===== config.mk =====
export PLATFORM = sky130hd
export DESIGN_NAME = logicnet_input_quantizer
export DESIGN_NICKNAME = d
export VERILOG_FILES = /design/src/rtl/logicnet_input_quantizer.sv
export SDC_FILE = /design/constraint.sdc
export NUM_CORES = 1
export LEC_CHECK = 0
export ABC_AREA = 1
export ABC_CLOCK_PERIOD_IN_PS = 5200
export BUFFER_PORTS_ARGS = -buffer_cell sky130_fd_sc_hd__buf_4
export CAP_MARGIN = 20
export CORE_MARGIN = 2
export CORE_UTILIZATION = 35
export CTS_CLUSTER_DIAMETER = 200
export CTS_CLUSTER_SIZE = 28
export DETAILED_ROUTE_END_ITERATION = 8
export SLEW_MARGIN = 25
export SYNTH_ARGS = -nofsm -noshare
export SYNTH_HDL_FRONTEND = slang
export SYNTH_SLANG_ARGS = --single-unit

===== constraint.sdc =====
create_clock -name clk -period 5.2 [get_ports clk]
set_input_delay 0.78 -clock clk [delete_from_list [all_inputs] [get_ports clk]]
set_output_delay 0.78 -clock clk [all_outputs]
set_load 0.005 [all_outputs]

===== src/rtl/logicnet_input_quantizer.sv =====
// logicnet_input_quantizer
// Collects signed raw features one beat at a time, quantizes each to a 2-bit
// code against three per-feature thresholds and emits the assembled vector on
// a registered valid/ready output. The assembly register doubles as a second
// buffer: a finished vector can wait in it (HOLD) while the previous vector
// is still presented on the output.
//
// state   | meaning
// COLLECT | accepting features into the assembly register
// HOLD    | assembly holds a finished vector, waiting for the output register
//
// Ports:
//   clk, rst_n          clock, async active-low reset
//   s_valid/s_ready     input feature handshake
//   s_data, s_last      signed feature value, final-feature marker
//   m_valid/m_ready     output vector handshake
//   m_data              quantized vector, feature i at [2i+1:2i]
//   frame_err           one-cycle pulse after a framing error
//   sample_cnt          vectors emitted (wraps)
//   drop_cnt            samples dropped on framing errors (saturates)
module logicnet_input_quantizer #(
   parameter int NUM_FEATURES = 16,
   parameter int IN_W         = 16,
   parameter logic [NUM_FEATURES*3*IN_W-1:0] THRESH = '0
) (
   input  logic                        clk,
   input  logic                        rst_n,
   input  logic                        s_valid,
   output logic                        s_ready,
   input  logic signed [IN_W-1:0]      s_data,
   input  logic                        s_last,
   output logic                        m_valid,
   input  logic                        m_ready,
   output logic [2*NUM_FEATURES-1:0]   m_data,
   output logic                        frame_err,
   output logic [15:0]                 sample_cnt,
   output logic [7:0]                  drop_cnt
);

   localparam int IDX_W = $clog2(NUM_FEATURES);
   localparam logic [IDX_W-1:0] LAST_IDX = IDX_W'(NUM_FEATURES - 1);

   typedef enum logic {
      COLLECT = 1'b0,
      HOLD    = 1'b1
   } state_t;

   state_t                    state_q, state_d;
   logic [IDX_W-1:0]          idx_q, idx_d;
   logic [2*NUM_FEATURES-1:0] asm_q, asm_d;
   logic [2*NUM_FEATURES-1:0] m_data_q, m_data_d;
   logic                      m_valid_q, m_valid_d;
   logic                      frame_err_q, frame_err_d;
   logic [15:0]               sample_cnt_q, sample_cnt_d;
   logic [7:0]                drop_cnt_q, drop_cnt_d;
   // Held low through reset so s_ready rises only after release.
   logic                      alive_q;

   logic signed [IN_W-1:0] thr0 [NUM_FEATURES];
   logic signed [IN_W-1:0] thr1 [NUM_FEATURES];
   logic signed [IN_W-1:0] thr2 [NUM_FEATURES];

   for (genvar g = 0; g < NUM_FEATURES; g++) begin : g_thr
      assign thr0[g] = THRESH[(3*g+0)*IN_W +: IN_W];
      assign thr1[g] = THRESH[(3*g+1)*IN_W +: IN_W];
      assign thr2[g] = THRESH[(3*g+2)*IN_W +: IN_W];
   end

   logic                      accept;
   logic                      out_hs;
   logic                      out_free;
   logic [1:0]                code;
   logic [2*NUM_FEATURES-1:0] vec_full;

   assign s_ready  = alive_q && (state_q == COLLECT);
   assign accept   = s_valid && s_ready;
   assign out_hs   = m_valid_q && m_ready;
   assign out_free = !m_valid_q || m_ready;

   // Highest threshold checked first so equal thresholds collapse codes.
   always_comb begin
      code = 2'd0;
      if (s_data >= thr2[idx_q])      code = 2'd3;
      else if (s_data >= thr1[idx_q]) code = 2'd2;
      else if (s_data >= thr0[idx_q]) code = 2'd1;
   end

   always_comb begin
      vec_full = asm_q;
      vec_full[2*idx_q +: 2] = code;
   end

   always_comb begin
      state_d      = state_q;
      idx_d        = idx_q;
      asm_d        = asm_q;
      m_data_d     = m_data_q;
      m_valid_d    = m_valid_q;
      frame_err_d  = 1'b0;
      sample_cnt_d = sample_cnt_q;
      drop_cnt_d   = drop_cnt_q;

      if (out_hs) m_valid_d = 1'b0;

      case (state_q)
         COLLECT: begin
            if (accept) begin
               if (s_last != (idx_q == LAST_IDX)) begin
                  frame_err_d = 1'b1;
                  idx_d       = '0;
                  asm_d       = '0;
                  if (drop_cnt_q != 8'hFF) drop_cnt_d = drop_cnt_q + 8'd1;
               end else if (s_last) begin
                  idx_d = '0;
                  if (out_free) begin
                     m_data_d     = vec_full;
                     m_valid_d    = 1'b1;
                     sample_cnt_d = sample_cnt_q + 16'd1;
                     asm_d        = '0;
                  end else begin
                     asm_d   = vec_full;
                     state_d = HOLD;
                  end
               end else begin
                  asm_d = vec_full;
                  idx_d = idx_q + 1'b1;
               end
            end
         end
         HOLD: begin
            if (out_hs) begin
               m_data_d     = asm_q;
               m_valid_d    = 1'b1;
               sample_cnt_d = sample_cnt_q + 16'd1;
               asm_d        = '0;
               state_d      = COLLECT;
            end
         end
         default: state_d = COLLECT;
      endcase
   end

   always_ff @(posedge clk or negedge rst_n) begin
      if (!rst_n) begin
         state_q      <= COLLECT;
         idx_q        <= '0;
         asm_q        <= '0;
         m_data_q     <= '0;
         m_valid_q    <= 1'b0;
         frame_err_q  <= 1'b0;
         sample_cnt_q <= '0;
         drop_cnt_q   <= '0;
         alive_q      <= 1'b0;
      end else begin
         state_q      <= state_d;
         idx_q        <= idx_d;
         asm_q        <= asm_d;
         m_data_q     <= m_data_d;
         m_valid_q    <= m_valid_d;
         frame_err_q  <= frame_err_d;
         sample_cnt_q <= sample_cnt_d;
         drop_cnt_q   <= drop_cnt_d;
         alive_q      <= 1'b1;
      end
   end

   assign m_valid    = m_valid_q;
   assign m_data     = m_data_q;
   assign frame_err  = frame_err_q;
   assign sample_cnt = sample_cnt_q;
   assign drop_cnt   = drop_cnt_q;

endmodule

After elaboration in Yosys (flattened, before gate mapping)
Memory sizes are Yosys's and may differ from the RTL's.
Cells that the tools add are included.
{"block": "classes", "magnitude_cmp": 2, "addsub": 4, "mul": 0, "bitwise_logic": 2, "mux": 40, "shift": 2, "eq_ne": 8, "n_div": 0, "reduce_logical": 9}
{"cell": "$mux 32", "count": 10}
{"cell": "$pmux 32 s2", "count": 2}
{"cell": "$mux 16", "count": 7}
{"cell": "$neg 5->34", "count": 1}
{"cell": "$shift 2x34->32 const A", "count": 1}
{"cell": "$shiftx 2x34->32", "count": 1}
{"cell": "$bwmux 32", "count": 1}
{"cell": "$pmux 16 s2", "count": 1}
{"cell": "$add 16x1->16 const B", "count": 1}
{"cell": "$ge 16x16->1", "count": 1}
{"cell": "$mux 1", "count": 14}
{"cell": "$add 8x1->8 const B", "count": 1}
{"cell": "$mux 4", "count": 2}
{"cell": "$ne 2x2->1 const B", "count": 4}
{"cell": "$ne 8x8->1 const B", "count": 1}
{"cell": "$ge 5x5->1 const B", "count": 1}
{"cell": "$not 4->5", "count": 1}
{"cell": "$reduce_and 5->1", "count": 1}
{"cell": "$add 4x1->4 const B", "count": 1}
{"cell": "$eq 4x4->1 const B", "count": 1}
{"cell": "$pmux 1 s2", "count": 2}
{"cell": "$reduce_and 2->1", "count": 2}
{"cell": "$reduce_and 4->1", "count": 1}
{"cell": "$logic_and 1x1->1", "count": 3}
{"cell": "6 further kinds", "count": 6}
{"block": "word_totals", "in_bits": 21, "word_cells": 77, "romBits": 256, "mem_bits_rw": 0, "latchBits": 0, "n_memories": 1, "out_inout_bits": 59, "register_bits": 96}
{"name": "(name not given)", "depth": 16, "width": 16, "read_ports": 1, "rd_ports_with_merged_regs": 0, "wr": 0, "line_no": "85", "text": "else if (s_data >= thr0[idx_q]) code = 2'd1;"}

Depth between registers and ports, before layout
Gate-level depths: netlist of the first run.
{"block": "depth", "depth_word": 13, "mapped_depth": 12, "mapped_depth_nobuf": 12}

Least setup slack after synthesis of the first run
Ideal clock, no wire load.
{"block": "synth_timing", "path_kind": "register -> register", "from": "register idx_q[2]", "to": "register asm_q[27]", "n_path_buf": 3, "stages_incl_launch_ff": 11, "setup_time_ps": 83, "synth_period_minus_slack_ps": 2054, "slack_ps": 3146, "arrival_ps": 1972, "t_required_ps": 5117, "path_cell_list": "dfrtp_1 -> buf_4 -> nor3_1 -> ha_1 -> clkbuf_1 -> inv_1 -> clkbuf_1 -> nand2_1 -> nand2_1 -> nand3_1 -> o21ai_0"}
{"block": "synth_via", "elab_chain_cells": 13, "elab_cells_between_ends": 17, "cone_classes": "1 x add/sub; 1 x order compare; 2 x eq/ne; 2 x shift; 9 x mux; 1 x bitwise; 1 x memory"}
{"element": "start, declared", "line_no": "49", "text": "logic [IDX_W-1:0] idx_q, idx_d;"}
{"element": "start signal, assigned", "line_no": "156", "text": "idx_q <= idx_d;"}
{"element": "$not 4->5 (not written as such)", "line_no": "83, 84, 85"}
{"element": "$mem_v2 16x16"}
{"element": "$mux 16 (not written as such) (2 in series)", "line_no": "85"}
{"element": "$ge 16x16->1", "line_no": "85"}
{"element": "$mux 2", "line_no": "83", "text": "if (s_data >= thr2[idx_q]) code = 2'd3;"}
{"element": "$shiftx 2x34->32", "line_no": "90", "text": "vec_full[2*idx_q +: 2] = code;"}
{"element": "$bwmux 32", "line_no": "90"}
{"element": "$mux 32", "line_no": "115", "text": "if (out_free) begin"}
{"element": "$mux 32", "line_no": "113", "text": "end else if (s_last) begin"}
{"element": "$mux 32 *", "line_no": "108", "text": "if (s_last != (idx_q == LAST_IDX)) begin"}
{"element": "$mux 32 *", "line_no": "107", "text": "if (accept) begin"}
{"element": "$pmux 32 s2 *", "line_no": "105", "text": "case (state_q)"}
{"element": "end signal, assigned", "line_no": "157", "text": "asm_q <= asm_d;"}
{"element": "end, declared", "line_no": "50", "text": "logic [2*NUM_FEATURES-1:0] asm_q, asm_d;"}
Mark *: on every way between the ends. The rest lies on a longest branch, timed or not. The select of a mux whose other input is x is not followed.
A chain may end at the register's enable or synchronous reset.

Worst setup path in the final report of the first run
{"block": "layout_timing", "from": "register state_q", "to": "register m_data_q[13] (netlist: m_data[13])"}
{"block": "layout_via", "elab_chain_cells": 5, "elab_cells_between_ends": 10, "cone_classes": "5 x eq/ne; 1 x mux; 1 x bitwise; 3 x reduce/logical"}
{"element": "start, declared", "line_no": "48", "text": "state_t state_q, state_d;"}
{"element": "start signal, assigned", "line_no": "155", "text": "state_q <= state_d;"}
{"element": "$not 1->1 (no line)"}
{"element": "$logic_and 1x1->1", "line_no": "75", "text": "assign s_ready = alive_q && (state_q == COLLECT);"}
{"element": "$logic_and 1x1->1", "line_no": "76", "text": "assign accept = s_valid && s_ready;"}
{"element": "$ne 2x2->1 (no line)"}
{"element": "$reduce_and 5->1 (no line)"}
{"element": "end signal, assigned", "line_no": "158", "text": "m_data_q <= m_data_d;"}
{"element": "end, declared", "line_no": "51", "text": "logic [2*NUM_FEATURES-1:0] m_data_q, m_data_d;"}
Parallel ways exist; a longest one is shown, timed or not.

==> run summary, run 1 <==
Pre-CTS setup slack: 2.00 ns
DR iter-0 viols: 279
Pwr Density: 372 nW/µm²
Post-route clock period utilization: 0.521
Adder-cell share of the synthesized area: 0.0125
Rows: 43
Ports: 80
Cts bufs inserted: 9
Share of the synthesized area in the top cell type: 0.481
CTS root buffer: clkbuf_16
Setup violators final: 0
Clk_skew: 0.00613 ns
Starting Density: 0.360
Max layer used: met4
Largest net degree at the start of global routing: 54
Post-detail-place hpwl: 7890 µm
Grt total ovfl: 0
P_leak: 2.94 nW
DR WL met2: 5620 µm
Reg2Reg Setup Slack: 2.49 ns
Post-CTS Setup Bufs: 0
Initial antenna violation count: 0
Actual slew at the worst max-slew pin: 0.882 ns
Post-Synth Simple-Gate Area: 0.256
Met1 wire length: 5470 µm
CTS tree: built
H-tree levels: 3
Dominant synthesized flop cell: dfrtp_1
Clock latency on the worst-skew pair: 0.34 ns
Number of hold buffers added after cts: 0
Ant. Diodes: 0
First-pass GRT wire length: 20,000 µm
Internal cell power: 0.00152 W
Seq/Total Area, Yosys: 0.481
Vias: 4,280
Max Cap Viol: 0
Syn Std Cell Area: 4990 µm²
Synth Area in Compound Gates: 0.130
Final antenna-violating net count: 0
Core Area: 13,900 µm²
Routed WL: 11,900 µm
Worst Setup End Kind: register
GRT Total Usage: 0.166
Resized cells post-CTS: 0
Switching pwr: 0.000701 W
CTS Buffer Depth: 2
FF+latch count, synth: 96
Max VDD drop: 220 µV
Non-Filler Instances: 854
Placed insts: 838
Async set or reset register ratio after synthesis: 1.00
Critical path required time: 5.47 ns
FF-to-FF Start: state_q
Switching power share of the total: 0.316
Vias in the first global route: 4,198
Min-delay worst type: input pin to asynchronous set/reset pin
Crit path DAT: 2.97 ns
Average wire per standard cell: 13.9 µm
Clock-pin slew on the worst setup and hold paths: 0.07 ns
Sum Neg Setup Slack: 0 ns
Die Area: 15,200 µm²
Post-route worst setup slack: 2.49 ns
Die W: 123 µm
Comb power frac: 0.232
Routability cong.: 0.880
Post-synth EDFFs: 0
Layout cells sized above 1: 0.172
Drc violations: 0
Part of the power in the clock network: 0.369
PortBufs: 64
R2R cell count: 9
Design area: 5960 µm²
Fin nets: 695
Largest area contributor in the synthesized netlist: dfrtp_1
Crit-path max FO: 53
Syn_area_per_cell: 8.09 µm²
Synth cell types: 34
Yosys warnings: 0
Slew Viols, Final: 0
Min Clock Period, post-route: 2.71 ns
Synth top cells by count: 124 x nand2_1, 96 x dfrtp_1, 70 x inv_1
Area growth syn-to-layout: 19.4%
Post-Synth XOR/XNOR Area: 0.0351
Total power: 0.00222 W
Fmax: 0.369 GHz
Placed Area: 5580 µm²
Status: complete, no violations
Flop pwr share: 0.399
Proportion of synthesized area in mux cells: 0
Top post-synthesis cells by area: dfrtp_1 48%, nand2_1 9.3%, nand3_1 5.8%
Relative slew slack: 0.411
Final hold viol count: 0
Largest family of logic cells by synthesized area: simple AND/OR/NAND/NOR gates
Clock Sinks: 96
Die H: 123 µm
CP Launch Type: register
Endpoint of the worst-slack reg-to-reg timing path: m_data[13]
RSZ-0062 raised after global routing: no
Critical path type: register to register
Gate Count Post-Synth: 617
Detailed Routing Iterations Pass 1: 5
Met3 Routed Length: 505 µm
Syn_nets: 643
Vias/cell: 5.01
Count leader, synth: nand2_1
[worst max-delay path, stage by stage (launching register included)]
cell     delay [ns]
dfrtp_1        0.32
buf_4          0.46
nor2_8         0.08
nand2_4        0.14
nor2_1         0.06
nand3_1        0.11
nand2_4        0.33
inv_2          0.80
a21oi_1        0.11
a21oi_1        0.19
[sequential cells by signal, indices dropped and copies added, names as in the netlist]
signal      count
m_valid         1
drop_cnt        8
sample_cnt     16
asm_q          32
idx_q           4
state_q         1
m_data         32
alive_q         1
frame_err       1
[how the worst max path moves through the flow]
stage | from | depth (start not counted) | end
final | state_q | 9 | m_data[13]
after global placement | m_ready | 8 | m_data[13]
after CTS | state_q | 9 | m_data[13]
after detailed placement | m_ready | 8 | m_data[13]
after global routing | idx_q[0] | 10 | m_data[6]
after floorplan | idx_q[2] | 10 | asm_q[27]
[per-stage QoR]
stage	util	hold WS, ns
2_1_floorplan	-	0.475
6_report	0.429	0.460
4_1_cts	0.429	0.498
5_1_grt	0.429	0.523
3_3_place_gp	0.402	0.488
3_5_place_dp	0.402	0.505
[power groups by stage]
stage / Sequential [W] / Clock [W] / Combinational [W]
global placement: 0.000895 / 0 / 0.000507
floorplan: 0.000884 / 0 / 0.000358
CTS: 0.000886 / 0.000829 / 0.000519
detailed placement: 0.000899 / 0 / 0.000517
global route: 0.000898 / 0.000862 / 0.000593
finish: 0.000886 / 0.000820 / 0.000514
[layout by cell type, fill, tap and decap left out, types with 3 or more instances in the layout]
master | netlist | layout
nand3_1 | 58 | 58
o21ai_0 | 22 | 22
o21ai_1 | 15 | 15
o22ai_1 | 8 | 8
nor3_2 | 4 | 4
buf_4 | 1 | 67
nand2_4 | 2 | 3
bufinv_16 | 0 | 4
nor3_1 | 6 | 6
nor2_1 | 52 | 52
inv_1 | 70 | 70
ha_1 | 5 | 5
nand4_1 | 20 | 20
xnor2_1 | 3 | 3
inv_2 | 4 | 4
a21oi_2 | 14 | 14
dfrtp_1 | 96 | 96
nand2_1 | 124 | 123
clkbuf_16 | 0 | 9
a21oi_1 | 55 | 55
xor2_1 | 17 | 17
[logic make-up (layout without fill, tap and decap cells)]
group / Yosys count / count (layout)
DFF: 96 / 96
adders and majority gates: 5 / 5
AOI/OAI and AO/OA: 116 / 116
buffers and inverters: 101 / 158
other: 1 / 1
xor gates and xnor gates: 20 / 20
and+or+nand+nor: 278 / 278
[metal layers]
| layer | track usage | vias to the layer above |
|---|---|---|
| met5 | 0 | - |
| met4 | 0.0788 | 0 |
| met3 | 0.0281 | 18 |
| met2 | 0.268 | 96 |
| met1 | 0.218 | 2035 |
| li1 | - | 2131 |
[final cells by class]
class / count / area (µm²)
clock buffers: 11 / 243
clock inverters: 5 / 128
flip-flops and latches: 96 / 2400
fillers: 1377 / 7920
multi-input cells: 420 / 2180
repair buffers: 67 / 503
inverters: 75 / 282
well taps: 180 / 225
Power figures use the tool's default switching activity.
==> run 2, diff against run 1 <==
- ABC_CLOCK_PERIOD_IN_PS: 5200 -> 2400
- clock period: 5.2 -> 2.4 ns (I/O delays scaled with it)
==> run summary, run 2 (synthesis gave the netlist of run 1 again) <==
CP Launch Type: register
Routability cong.: 0.884
Layout cells sized above 1: 0.181
Detailed Routing Iterations Pass 1: 5
First-pass GRT wire length: 20,400 µm
Slew Viols, Final: 0
Pre-CTS setup slack: 0.232 ns
Drc violations: 0
Clock-pin slew on the worst setup and hold paths: 0.07 ns
Critical path type: register to register
Rows: 43
CTS root buffer: clkbuf_16
Die Area: 15,200 µm²
Clock Sinks: 96
Fin nets: 702
PortBufs: 64
Relative slew slack: 0.437
Max Cap Viol: 0
RSZ-0062 raised after global routing: yes
Post-CTS Setup Bufs: 0
Die W: 123 µm
Placed insts: 844
Min-delay worst type: input pin to register
Clock latency on the worst-skew pair: 0.34 ns
Setup violators final: 0
Pwr Density: 781 nW/µm²
Vias: 4,337
Critical path required time: 2.66 ns
DR iter-0 viols: 347
Final antenna-violating net count: 0
Min Clock Period, post-route: 2.22 ns
Ant. Diodes: 0
Crit path DAT: 2.48 ns
Area growth syn-to-layout: 20.4%
Routed WL: 12,200 µm
Post-route worst setup slack: 0.180 ns
Final core utilization: 0.433
Most common cell after layout, fill and taps aside: nand2_1
Worst Setup End Kind: register
GRT Total Usage: 0.170
CTS tree: built
Worst hold slack: 0.303 ns
Status: complete, no violations
Post-detail-place hpwl: 8130 µm
Grt total ovfl: 0
Clk_skew: 0.00514 ns
Starting Density: 0.360
Commonest non-fill, non-tap cells in the layout: 124 x nand2_1, 96 x dfrtp_1, 71 x buf_4
Initial antenna violation count: 0
Crit-path max FO: 10
Non-Filler Instances: 861
H-tree levels: 3
P_leak: 2.97 nW
Core Area: 13,900 µm²
Cts bufs inserted: 9
Average wire per standard cell: 14.1 µm
Post-route clock period utilization: 0.925
Largest net degree at the start of global routing: 53
Hold_sp: m_ready
Final hold viol count: 0
CTS Buffer Depth: 2
Ports: 80
Actual slew at the worst max-slew pin: 0.843 ns
FF-to-FF Start: idx_q[0]
Max VDD drop: 474 µV
Sum Neg Setup Slack: 0 ns
Vias/cell: 5.04
Die H: 123 µm
Vias in the first global route: 4,227
Launch point of the worst path: idx_q[0]
Fmax: 0.450 GHz
==> run 2: cell count changes in the layout (fill, tap and decap cells not counted), sizes merged <==
| cell | delta |
|---|---|
| buf | +6 |
| bufinv | -2 |
| clkbuf | +1 |
| clkinvlp | +1 |
| dlygate4sd3 | +1 |
==> run 2: layout make-up <==
class,instances,area (µm²)
fill,1396,7870
multi-input combinational,420,2170
clock buffer,12,267
clock inverter,4,75.1
inverter,75,282
sequential,96,2400
tap,180,225
timing repair buffer,74,583
==> run 2: where the power goes <==
part,internal [W],switching [W]
clock,0.000998,0.000614
sequential,0.00177,0.000153
combinational,0.000403,0.000755
total,0.00317,0.00152
==> run 2: worst paths after layout <==
kind	endpoint	slack [ns]	depth (start not counted)
worst max register to register	asm_q[26]	0.18	11
worst min register to register	asm_q[6]	0.52	2
worst min-delay path	state_q	0.30	4
max in group asynchronous	asm_q[21]	1.32	3
min in group asynchronous	drop_cnt[5]	0.43	2
worst max-delay path	asm_q[26]	0.18	11
==> run 2: per-layer routing <==
metal  global-route usage  vias up  wire (µm)
li1                     -     2143          -
met1                0.225     2098       5660
met2                0.272       82       5850
met3               0.0327       14        493
met4               0.0717        0        169
met5                    0        -          0
==> run 2: what timing repair did <==
item / in CTS / in global routing
hold buffers: 1 / 0
setup endpoints to repair: 0 / 15
gates resized for setup: 0 / 1
hold endpoints to repair: 17 / 0
==> run 2: worst max-delay path: stages, from the launching register on <==
cell     delay (ns)
dfrtp_1        0.53
inv_1          0.15
ha_1           0.26
inv_1          0.07
nand2_1        0.08
nand2_4        0.14
inv_2          0.09
nor3_2         0.32
nand2_1        0.15
nand2_1        0.08
nand3_1        0.09
o21ai_0        0.18
==> run 2: per-stage QoR <==
step                instance area, µm²  power [W]
floorplan                         4990    0.00269
global placement                  5650    0.00306
detailed placement                5650    0.00310
CTS                               6000    0.00473
global route                      6010    0.00498
finish                            6010    0.00469
==> run 3, diff against run 2 <==
- CAP_MARGIN: 20 -> 0
- PLACE_DENSITY: unset -> 0.53
==> run summary, run 3 (synthesis gave the netlist of run 1 again) <==
Cts bufs inserted: 9
Post-CTS Setup Bufs: 0
H-tree levels: 3
Hold Path Depth: 4
CP bufs+invs: 3
Layout cells sized above 1: 0.184
P_leak: 2.96 nW
Worst path cell trace: inv_1 -> ha_1 -> inv_1 -> nand2_1 -> nand2_4 -> inv_2 -> nor3_2 -> nand2_1 -> nand2_1 -> nand3_1 -> o21ai_0
Fmax: 0.463 GHz
Vias in the first global route: 4,172
Relative slew slack: 0.436
Largest net degree at the start of global routing: 56
Pwr Density: 762 nW/µm²
Sum Neg Setup Slack: 0 ns
Fin nets: 704
Delay-heaviest family, CP: simple AND/OR/NAND/NOR gates
DR iter-0 viols: 222
Average wire per standard cell: 13.9 µm
Status: complete, no violations
Slowest CP cell: dfrtp_1
Rows: 43
Crit-path max FO: 10
Routed WL: 12,000 µm
Final core utilization: 0.432
Clk_skew: 0.00796 ns
Endpoint of the worst-slack reg-to-reg timing path: asm_q[27]
Min Clock Period, post-route: 2.16 ns
CTS root buffer: clkbuf_16
Routability cong.: 0.795
Post-route clock period utilization: 0.900
Max VDD drop: 391 µV
Min-delay worst type: input pin to register
CTS Buffer Depth: 2
CP Launch Type: register
Non-Filler Instances: 863
Area growth syn-to-layout: 20.1%
Hold Path End: state_q
Final antenna-violating net count: 0
Die W: 123 µm
Slew Viols, Final: 0
Core Area: 13,900 µm²
Critical path type: register to register
Commonest non-fill, non-tap cells in the layout: 124 x nand2_1, 96 x dfrtp_1, 73 x buf_4
Switching pwr: 0.00154 W
Starting Density: 0.360
R2R cell count: 11
Ports: 80
Vias/cell: 4.95
First-pass GRT wire length: 20,000 µm
Clock Sinks: 96
Initial antenna violation count: 0
Cell repeated most along the worst path: nand2_1
Placed insts: 846
Final hold viol count: 0
Clock-pin slew on the worst setup and hold paths: 0.07 ns
Actual slew at the worst max-slew pin: 0.845 ns
CTS tree: built
FF-to-FF Start: idx_q[0]
Ant. Diodes: 0
Internal cell power: 0.00303 W
Vias: 4,268
Worst hold slack: 0.283 ns
Part of the power in the clock network: 0.323
Comb power frac: 0.258
Post-detail-place hpwl: 8110 µm
Hold_sp: m_ready
Die H: 123 µm
Max Cap Viol: 0
Grt total ovfl: 0
Crit path DAT: 2.42 ns
RSZ-0062 raised after global routing: no
Setup violators final: 0
CP max stage delay: 0.50 ns
Clock latency on the worst-skew pair: 0.34 ns
PortBufs: 64
Die Area: 15,200 µm²
Most common cell after layout, fill and taps aside: nand2_1
Flop pwr share: 0.419
Worst Setup End Kind: register
Reg2Reg Setup Slack: 0.24 ns
Critical path required time: 2.66 ns
Drc violations: 0
GRT Total Usage: 0.166
Detailed Routing Iterations Pass 1: 4
Switching power share of the total: 0.336
-- run 3: layout make-up --
| type | instances | area, µm² |
|---|---|---|
| Clock buffer | 10 | 239 |
| Fill cell | 1404 | 7890 |
| Tap cell | 180 | 225 |
| Timing Repair Buffer | 76 | 598 |
| Multi-Input combinational cell | 420 | 2170 |
| Sequential cell | 96 | 2400 |
| Inverter | 75 | 285 |
| Clock inverter | 6 | 67.6 |
-- run 3: worst max-delay path by stage --
stage | startpoint | endpoint | slack (ns) | cells after the start
4_1_cts | idx_q[0] | asm_q[1] | 0.22 | 6
2_1_floorplan | idx_q[2] | asm_q[27] | 0.35 | 10
6_report | idx_q[0] | asm_q[27] | 0.24 | 11
3_5_place_dp | idx_q[0] | asm_q[1] | 0.23 | 6
5_1_grt | idx_q[0] | asm_q[26] | 0.02 | 11
3_3_place_gp | idx_q[0] | asm_q[28] | 0.25 | 7
-- run 3: layer usage --
metal	vias up	wire, µm	track usage
met4	0	117	0.0518
met3	9	397	0.0286
met5	-	0	0
li1	2141	-	-
met1	2050	5950	0.232
met2	68	5550	0.264
-- run 3: worst reg2reg max path: cells and delay by family (launching register included) --
kind                       cells  cell delay [ns]
and+or+nand+nor                6             0.86
DFF                            1             0.50
buffers and inverters          3             0.29
adders and majority gates      1             0.26
AOI/OAI and AO/OA              1             0.17
-- run 3: what timing repair did --
item                                   in CTS  in global routing
gates resized for setup                     0                  2
endpoints found under the hold margin       6                  0
hold buffers                                1                  0
setup endpoints to repair                   0                  6
-- run 3: power by group through the flow --
| stage | clock network (W) | registers (W) | logic (W) |
|---|---|---|---|
| final | 0.00148 | 0.00191 | 0.00118 |
| after detailed placement | 0 | 0.00194 | 0.00116 |
| after floorplan | 0 | 0.00192 | 0.000776 |
| after global routing | 0.00159 | 0.00194 | 0.00134 |
| after CTS | 0.00152 | 0.00191 | 0.00117 |
| after global placement | 0 | 0.00194 | 0.00115 |
-- run 3: per-stage QoR --
stage          power (W)  instance area (µm²)  setup WS (ns)
4_1_cts          0.00461                 5980          0.219
5_1_grt          0.00487                 5990         0.0243
2_1_floorplan    0.00269                 4990          0.346
3_3_place_gp     0.00309                 5670          0.252
6_report         0.00457                 5990          0.240
3_5_place_dp     0.00311                 5670          0.230
